--- src/rtl/tdm_pkg.sv ---
// tdm_pkg: shared slot numbering, widths and alignment states for the 4-slot TDM receiver
package tdm_pkg;
  localparam int NUM_SLOTS = 4;
  localparam int SLOT_W = 2;
  typedef enum logic {HUNT, LOCKED} state_t;
  // slot k matches the transmit mux select {s1,s0} = k
  localparam logic [SLOT_W-1:0] SLOT0 = 2'd0;
  localparam logic [SLOT_W-1:0] SLOT1 = 2'd1;
  localparam logic [SLOT_W-1:0] SLOT2 = 2'd2;
  localparam logic [SLOT_W-1:0] SLOT3 = 2'd3;
endpackage

--- src/rtl/tdm_sync_fsm.sv ---
// tdm_sync_fsm: frame alignment (HUNT/LOCKED), slot counter and sync error detection
// Ports: clk, rst_n (async low); en/fsync slot strobe and sync;
//   wr/wr_slot capture strobe and stage index, load (slot 3 completes frame), err (alignment error);
//   locked, sync_err, frame_valid registered status outputs.
module tdm_sync_fsm
  import tdm_pkg::*;
(
  input  logic              clk,
  input  logic              rst_n,
  input  logic              en,
  input  logic              fsync,
  output logic              wr,
  output logic [SLOT_W-1:0] wr_slot,
  output logic              load,
  output logic              err,
  output logic              locked,
  output logic              sync_err,
  output logic              frame_valid
);
  state_t            state;
  logic [SLOT_W-1:0] cnt;
  // fsync always restarts a frame at slot 0; without fsync only a locked mid-frame slot is kept
  assign wr      = en & (fsync | (state == LOCKED && cnt != SLOT0));
  assign wr_slot = fsync ? SLOT0 : cnt;
  assign load    = en & ~fsync & (state == LOCKED) & (cnt == SLOT3);
  // misplaced sync (fsync mid-frame) or missing sync (no fsync at slot 0)
  assign err     = en & (state == LOCKED) & (fsync ? cnt != SLOT0 : cnt == SLOT0);
  assign locked  = state == LOCKED;
  always_ff @(posedge clk or negedge rst_n)
    if (!rst_n) begin
      state       <= HUNT;
      cnt         <= SLOT0;
      sync_err    <= 1'b0;
      frame_valid <= 1'b0;
    end else begin
      sync_err    <= err;
      frame_valid <= load;
      if (en) begin
        // a discarded slot drops to HUNT (missing sync) or stays in HUNT
        state <= wr ? LOCKED : HUNT;
        cnt   <= wr ? wr_slot + 1'b1 : SLOT0;
      end
    end
endmodule

--- src/rtl/tdm_demux4_rx.sv ---
// tdm_demux4_rx: 4-slot TDM receiver, aligns on fsync and presents complete frames on y0..y3
// Ports: clk, rst_n (async low); en slot strobe, din slot data, fsync slot-0 sync;
//   y0..y3 last complete frame, frame_valid pulse on update, locked, sync_err pulse,
//   err_cnt saturating error count.
module tdm_demux4_rx
  import tdm_pkg::*;
#(
  parameter int W = 1,
  parameter int ERR_W = 8
) (
  input  logic             clk,
  input  logic             rst_n,
  input  logic             en,
  input  logic [W-1:0]     din,
  input  logic             fsync,
  output logic [W-1:0]     y0,
  output logic [W-1:0]     y1,
  output logic [W-1:0]     y2,
  output logic [W-1:0]     y3,
  output logic             frame_valid,
  output logic             locked,
  output logic             sync_err,
  output logic [ERR_W-1:0] err_cnt
);
  logic              wr, load, err;
  logic [SLOT_W-1:0] wr_slot;
  logic [W-1:0]      s0, s1, s2;
  tdm_sync_fsm u_fsm (
    .clk(clk), .rst_n(rst_n), .en(en), .fsync(fsync),
    .wr(wr), .wr_slot(wr_slot), .load(load), .err(err),
    .locked(locked), .sync_err(sync_err), .frame_valid(frame_valid)
  );
  always_ff @(posedge clk or negedge rst_n)
    if (!rst_n) begin
      s0      <= '0;
      s1      <= '0;
      s2      <= '0;
      y0      <= '0;
      y1      <= '0;
      y2      <= '0;
      y3      <= '0;
      err_cnt <= '0;
    end else begin
      s0 <= (wr && wr_slot == SLOT0) ? din : s0;
      s1 <= (wr && wr_slot == SLOT1) ? din : s1;
      s2 <= (wr && wr_slot == SLOT2) ? din : s2;
      // slot 3 is never staged: it goes straight to y3 with the staged slots
      if (load) begin
        y0 <= s0;
        y1 <= s1;
        y2 <= s2;
        y3 <= din;
      end
      err_cnt <= (err && err_cnt != '1) ? err_cnt + 1'b1 : err_cnt;
    end
endmodule

--- config.mk ---
export PLATFORM = sky130hd
export DESIGN_NAME = tdm_demux4_rx
export DESIGN_NICKNAME = d
export VERILOG_FILES = /design/src/rtl/tdm_pkg.sv /design/src/rtl/tdm_sync_fsm.sv /design/src/rtl/tdm_demux4_rx.sv
export SDC_FILE = /design/constraint.sdc
export NUM_CORES = 1
export LEC_CHECK = 0
export CAP_MARGIN = 25
export CORE_ASPECT_RATIO = 0.6
export CORE_MARGIN = 4
export CORE_UTILIZATION = 35
export DETAILED_ROUTE_END_ITERATION = 10
export PLACE_DENSITY = 0.55
export SETUP_SLACK_MARGIN = 0.15
export SLEW_MARGIN = 20
export SYNTH_ARGS = -nofsm -noshare
export SYNTH_HDL_FRONTEND = slang
export SYNTH_SLANG_ARGS = --single-unit
--- constraint.sdc ---
create_clock -name clk -period 1.7 [get_ports clk]
set_input_delay 0.51 -clock clk [delete_from_list [all_inputs] [get_ports clk]]
set_output_delay 0.51 -clock clk [all_outputs]
set_load 0.02 [all_outputs]
## Yosys cells after proc, flatten, opt, wreduce, memory -nomap -nowiden

Cells that the tools add are included.

| word-level totals | value |
|---|---|
| register bits after elaboration | 20 |
| input bits | 5 |
| output and inout bits | 15 |
| word-level logic and storage cells | 38 |

| operators by class | value |
|---|---|
| $add $sub $neg | 2 |
| equality and inequality tests | 4 |
| multiplexer cells | 4 |
| bitwise gates (word level) | 8 |
| reduce and logical (&&, ||, !) cells | 8 |

Operators by type and width:

| cell | number |
|---|---|
| $add 8x1->8 const B | 1 |
| $ne 8x8->1 const B | 1 |
| $and 1x1->1 | 6 |
| $logic_and 1x1->1 | 5 |
| $eq 2x2->1 const B | 2 |
| $logic_not 2->1 | 2 |
| $mux 2 | 2 |
| $add 2x1->2 const B | 1 |
| $eq 2x1->1 const B | 1 |
| $mux 1 | 2 |
| $reduce_bool 2->1 | 1 |
| $not 1->1 | 1 |
| $or 1x1->1 | 1 |

## Longest topological paths before layout

| depth | value |
|---|---|
| depth in word-level cells | 5 |
| depth in mapped cells | 6 |
| gate-level depth less buffers | 6 |

## Cells and area by module

Synthesis repeated with hierarchy kept, for this count alone.

| unflattened totals | value |
|---|---|
| cells, all modules | 77 |
| area, all modules | 933.4 µm² |

Modules (own cells, without submodules):

| module | times used | cells each | area each (µm²) | seq. area each (µm²) |
|---|---|---|---|---|
| tdm_demux4_rx | 1 | 52 | 683.2 | 375.4 |
| tdm_sync_fsm | 1 | 25 | 250.2 | 125.1 |

## Least setup slack after synthesis

No wires, ideal clock.

| timing path | value |
|---|---|
| kind | in2reg |
| start point | input fsync |
| end point | register y0 |
| library setup time | 125 ps |
| arrival | 1420 ps |
| required time | 1575 ps |
| slack | 155 ps |
| cell stages on the path | 5 |
| buffers on the path | 1 |
| cell sequence | inv_1 nand2_2 or3_1 buf_6 mux2_4 |

| on the way | value |
|---|---|
| word-level cells in the longest chain between the ends | 4 |

Ends and longest elaborated chain:

| element | line | RTL |
|---|---|---|
| from (decl) | tdm_demux4_rx.sv:15 | `input logic fsync,` |
| $not 1->1 | tdm_sync_fsm.sv:25 | `assign load = en & ~fsync & (state == LOCKED) & (cnt == SLOT3);` |
| $and 1x1->1 (3 in a row) | tdm_sync_fsm.sv:25 |  |
| to (signal assigned) | tdm_demux4_rx.sv:38 | `y0 <= '0;` |
| to (signal assigned) | tdm_demux4_rx.sv:49 | `y0 <= s0;` |
| to (decl) | tdm_demux4_rx.sv:16 | `output logic [W-1:0] y0,` |

No other way between the ends.
A chain may end at the register's enable or synchronous reset.

## Worst setup path after layout

| timing path | value |
|---|---|
| start point | register err_cnt[6] |
| end point | output err_cnt[6] |

RTL lines:

| element | line | RTL |
|---|---|---|
| from (decl) | tdm_demux4_rx.sv:23 | `output logic [ERR_W-1:0] err_cnt` |
| from (signal assigned) | tdm_demux4_rx.sv:54 | `err_cnt <= (err && err_cnt != '1) ? err_cnt + 1'b1 : err_cnt;` |

No word-level cell between the ends.

==> out/qor.txt <==
Final setup vio count -> 0
Met2 wire len -> 829 microns
Fraction of layout cells with a size suffix above 1 -> 32.5%
DRT Wirelength -> 1840 microns
TritonRoute pass-1 iters -> 3
Clock Skews -> 3.15 ps
Status -> complete, no violations
Top-level port count -> 20
Final period util -> 88.5%
Inserted Diodes -> 0
Initial core utilization -> 37.3%
Post-DP Area -> 1250 sq um
Largest area contributor in the netlist -> dfrtp_1
Routed WL per cell -> 12.3 microns
Vias in the first global route -> 709
Final Hold Vio Count -> 0
Via count -> 690
TritonCTS clock tree -> done
Min-Delay Path Class -> flip-flop to flip-flop
Synth Net Count -> 94
CP top delay family -> flip-flops
RSZ-0062 raised after global routing -> no
Startpoint class of the critical path -> flip-flop
H-tree levels -> 1
Cell Rows -> 14
Critical path, cell by cell -> clkdlybuf4s15_1
Layout area overhead -> 38.1%
Top sig layer -> met4
Synthesized area per cell -> 11.2 sq um
Clock sink count -> 20
Nets@finish -> 128
Async set-reset flop share out of synthesis -> 100%
Most frequent cells in the layout -> 20 x dfrtp_1, 11 x dlygate4sd2_1, 11 x buf_4
First-pass GRT wire length -> 3270 microns
Max stage delay on crit path -> 410 ps
GRT Total Usage -> 11.8%
Synth cell types -> 24
Sum Neg Setup Slack -> 0 ps
Residual DRC -> 0
Most common cell after layout, fill and taps aside -> dfrtp_1
GPL Wtd Cong -> 0.768
Metal3 WL -> 91 microns
Slew headroom -> 82.7%
Clk_lat worst skew -> 250 ps
Wl on met1 -> 906 microns
CP Data Arrival Time -> 990 ps
Initial antenna violation count -> 0
CTS max path bufs -> 2
Post-synthesis sequential area ratio -> 52.5%
Detail-routed via count per cell -> 4.63
Area contributors post-synth -> dfrtp_1 52%, mux2_2 8.3%, mux2_4 6.3%, ha_1 5.2%, inv_1 3.9%
Crit end category -> output pin
Post-DP HPWL -> 1390 microns
Design Power -> 0.00167 W
Mapped Cells -> 85
Lkg Pwr -> 0.663 nW
Reg clk slew, reported paths -> 70 ps
DRC violation total after the first TritonRoute iteration -> 29
Final min period -> 1500 ps
Setup CP Type -> flip-flop to output pin
Fin worst setup slack -> 196 ps
Clock Tree Root -> clkbuf_8
Num CTS Buffers -> 3
Die W -> 75.4 microns
DRT antenna net count -> 0
PwrDens -> 1270 nW/um^2
Sum of buffers and inverters on the critical path -> 1
EDFF count, synth -> 0
Buffers on Ports -> 19
Mapped Area -> 953 sq um
Core area -> 2560 sq um
#FFs+latches synth -> 20
Peak Freq -> 665 MHz
Hold buffers post-CTS -> 0
Largest net degree at the start of global routing -> 21
Grt total ovfl -> 0
Max Cap Viol -> 0
Chip height -> 48.4 microns
Synth Warn # -> 0
Worst-margin pin slew -> 258 ps
Primary FF master, synth -> dfrtp_1
Max-slew violations -> 0
Final instance area -> 1320 sq um
Peak supply drop -> 712 uV
Dpl ws -> -391 ps
Worst path required time -> 1190 ps
Cell at the slowest stage of the critical path -> dfrtp_1
Yosys top cell area share -> 52.5%
Die area -> 3650 sq um
CP max FO -> 5
## where the power goes
part / internal, W / switching, W
clock network: 0.000157 / 0.000144
logic: 0.000308 / 0.000347
registers: 0.000611 / 0.0000988
## synth_stat cells (2+ instances only)
cell type / instances
o21a_1: 2
ha_1: 4
nor2_1: 4
xor2_1: 2
nand4_1: 2
mux2_2: 7
inv_1: 10
mux2_4: 4
nand3_1: 3
nor3_1: 4
o21ai_0: 2
o22ai_1: 2
nand2_1: 9
dfrtp_1: 20
## cell type report
cell class / count / area, sq um
multi-input cells: 54 / 448
flip-flops and latches: 20 / 500
fillers: 238 / 1240
repair buffers: 30 / 249
inverters: 10 / 37.5
well taps: 32 / 40.0
clock buffers: 3 / 41.3
## state kept, by name, summed over array words and instances, names as in the netlist
| signal | cells |
|---|---|
| s1 | 1 |
| s0 | 1 |
| err_cnt | 8 |
| y0 | 1 |
| u_fsm.frame_valid | 1 |
| y2 | 1 |
| u_fsm.sync_err | 1 |
| u_fsm.locked | 1 |
| s2 | 1 |
| y3 | 1 |
| u_fsm.cnt | 2 |
| y1 | 1 |
## routing by layer
metal | GRT usage [%] | vias to the layer above
met5 | 0 | -
met4 | 2.62 | 0
met3 | 4.96 | 2
met2 | 18.2 | 12
met1 | 15.2 | 321
li1 | - | 355
## stage by stage
step | hold WS, ps | util [%] | std cells
2_1_floorplan | 214 | - | 85
3_3_place_gp | 486 | 49.1 | 146
3_5_place_dp | 494 | 49.1 | 146
4_1_cts | 510 | 51.2 | 149
5_1_grt | 522 | 51.5 | 149
6_report | 504 | 51.5 | 149
## worst paths after layout
| check | from | endpoint | slack [ps] | depth (start not counted) |
|---|---|---|---|---|
| worst max-delay path | err_cnt[6] | err_cnt[6] | 200 | 1 |
| worst min-delay path | y2 | y2 | 500 | 1 |
| worst max register to register | u_fsm.cnt[1] | err_cnt[6] | 240 | 4 |
| worst min register to register | y2 | y2 | 500 | 1 |
| max in group asynchronous | rst_n | s0 | 900 | 2 |
| min in group asynchronous | rst_n | y2 | 590 | 2 |
## kinds of logic after synthesis
kind of cell               share of synthesized area (%)
AOI/OAI and AO/OA                                   7.09
DFF                                                 52.5
xor gates and xnor gates                            2.76
buffers and inverters                               5.12
adders and majority gates                           5.25
muxes                                               14.6
and+or+nand+nor                                     12.7
## what timing repair did
action                                  in CTS  in global routing
gates resized for setup                     25                 10
setup buffers                                0                  0
pin swaps                                    2                  1
endpoints found under the setup margin      30                 12
Power figures use the tool's default switching activity.
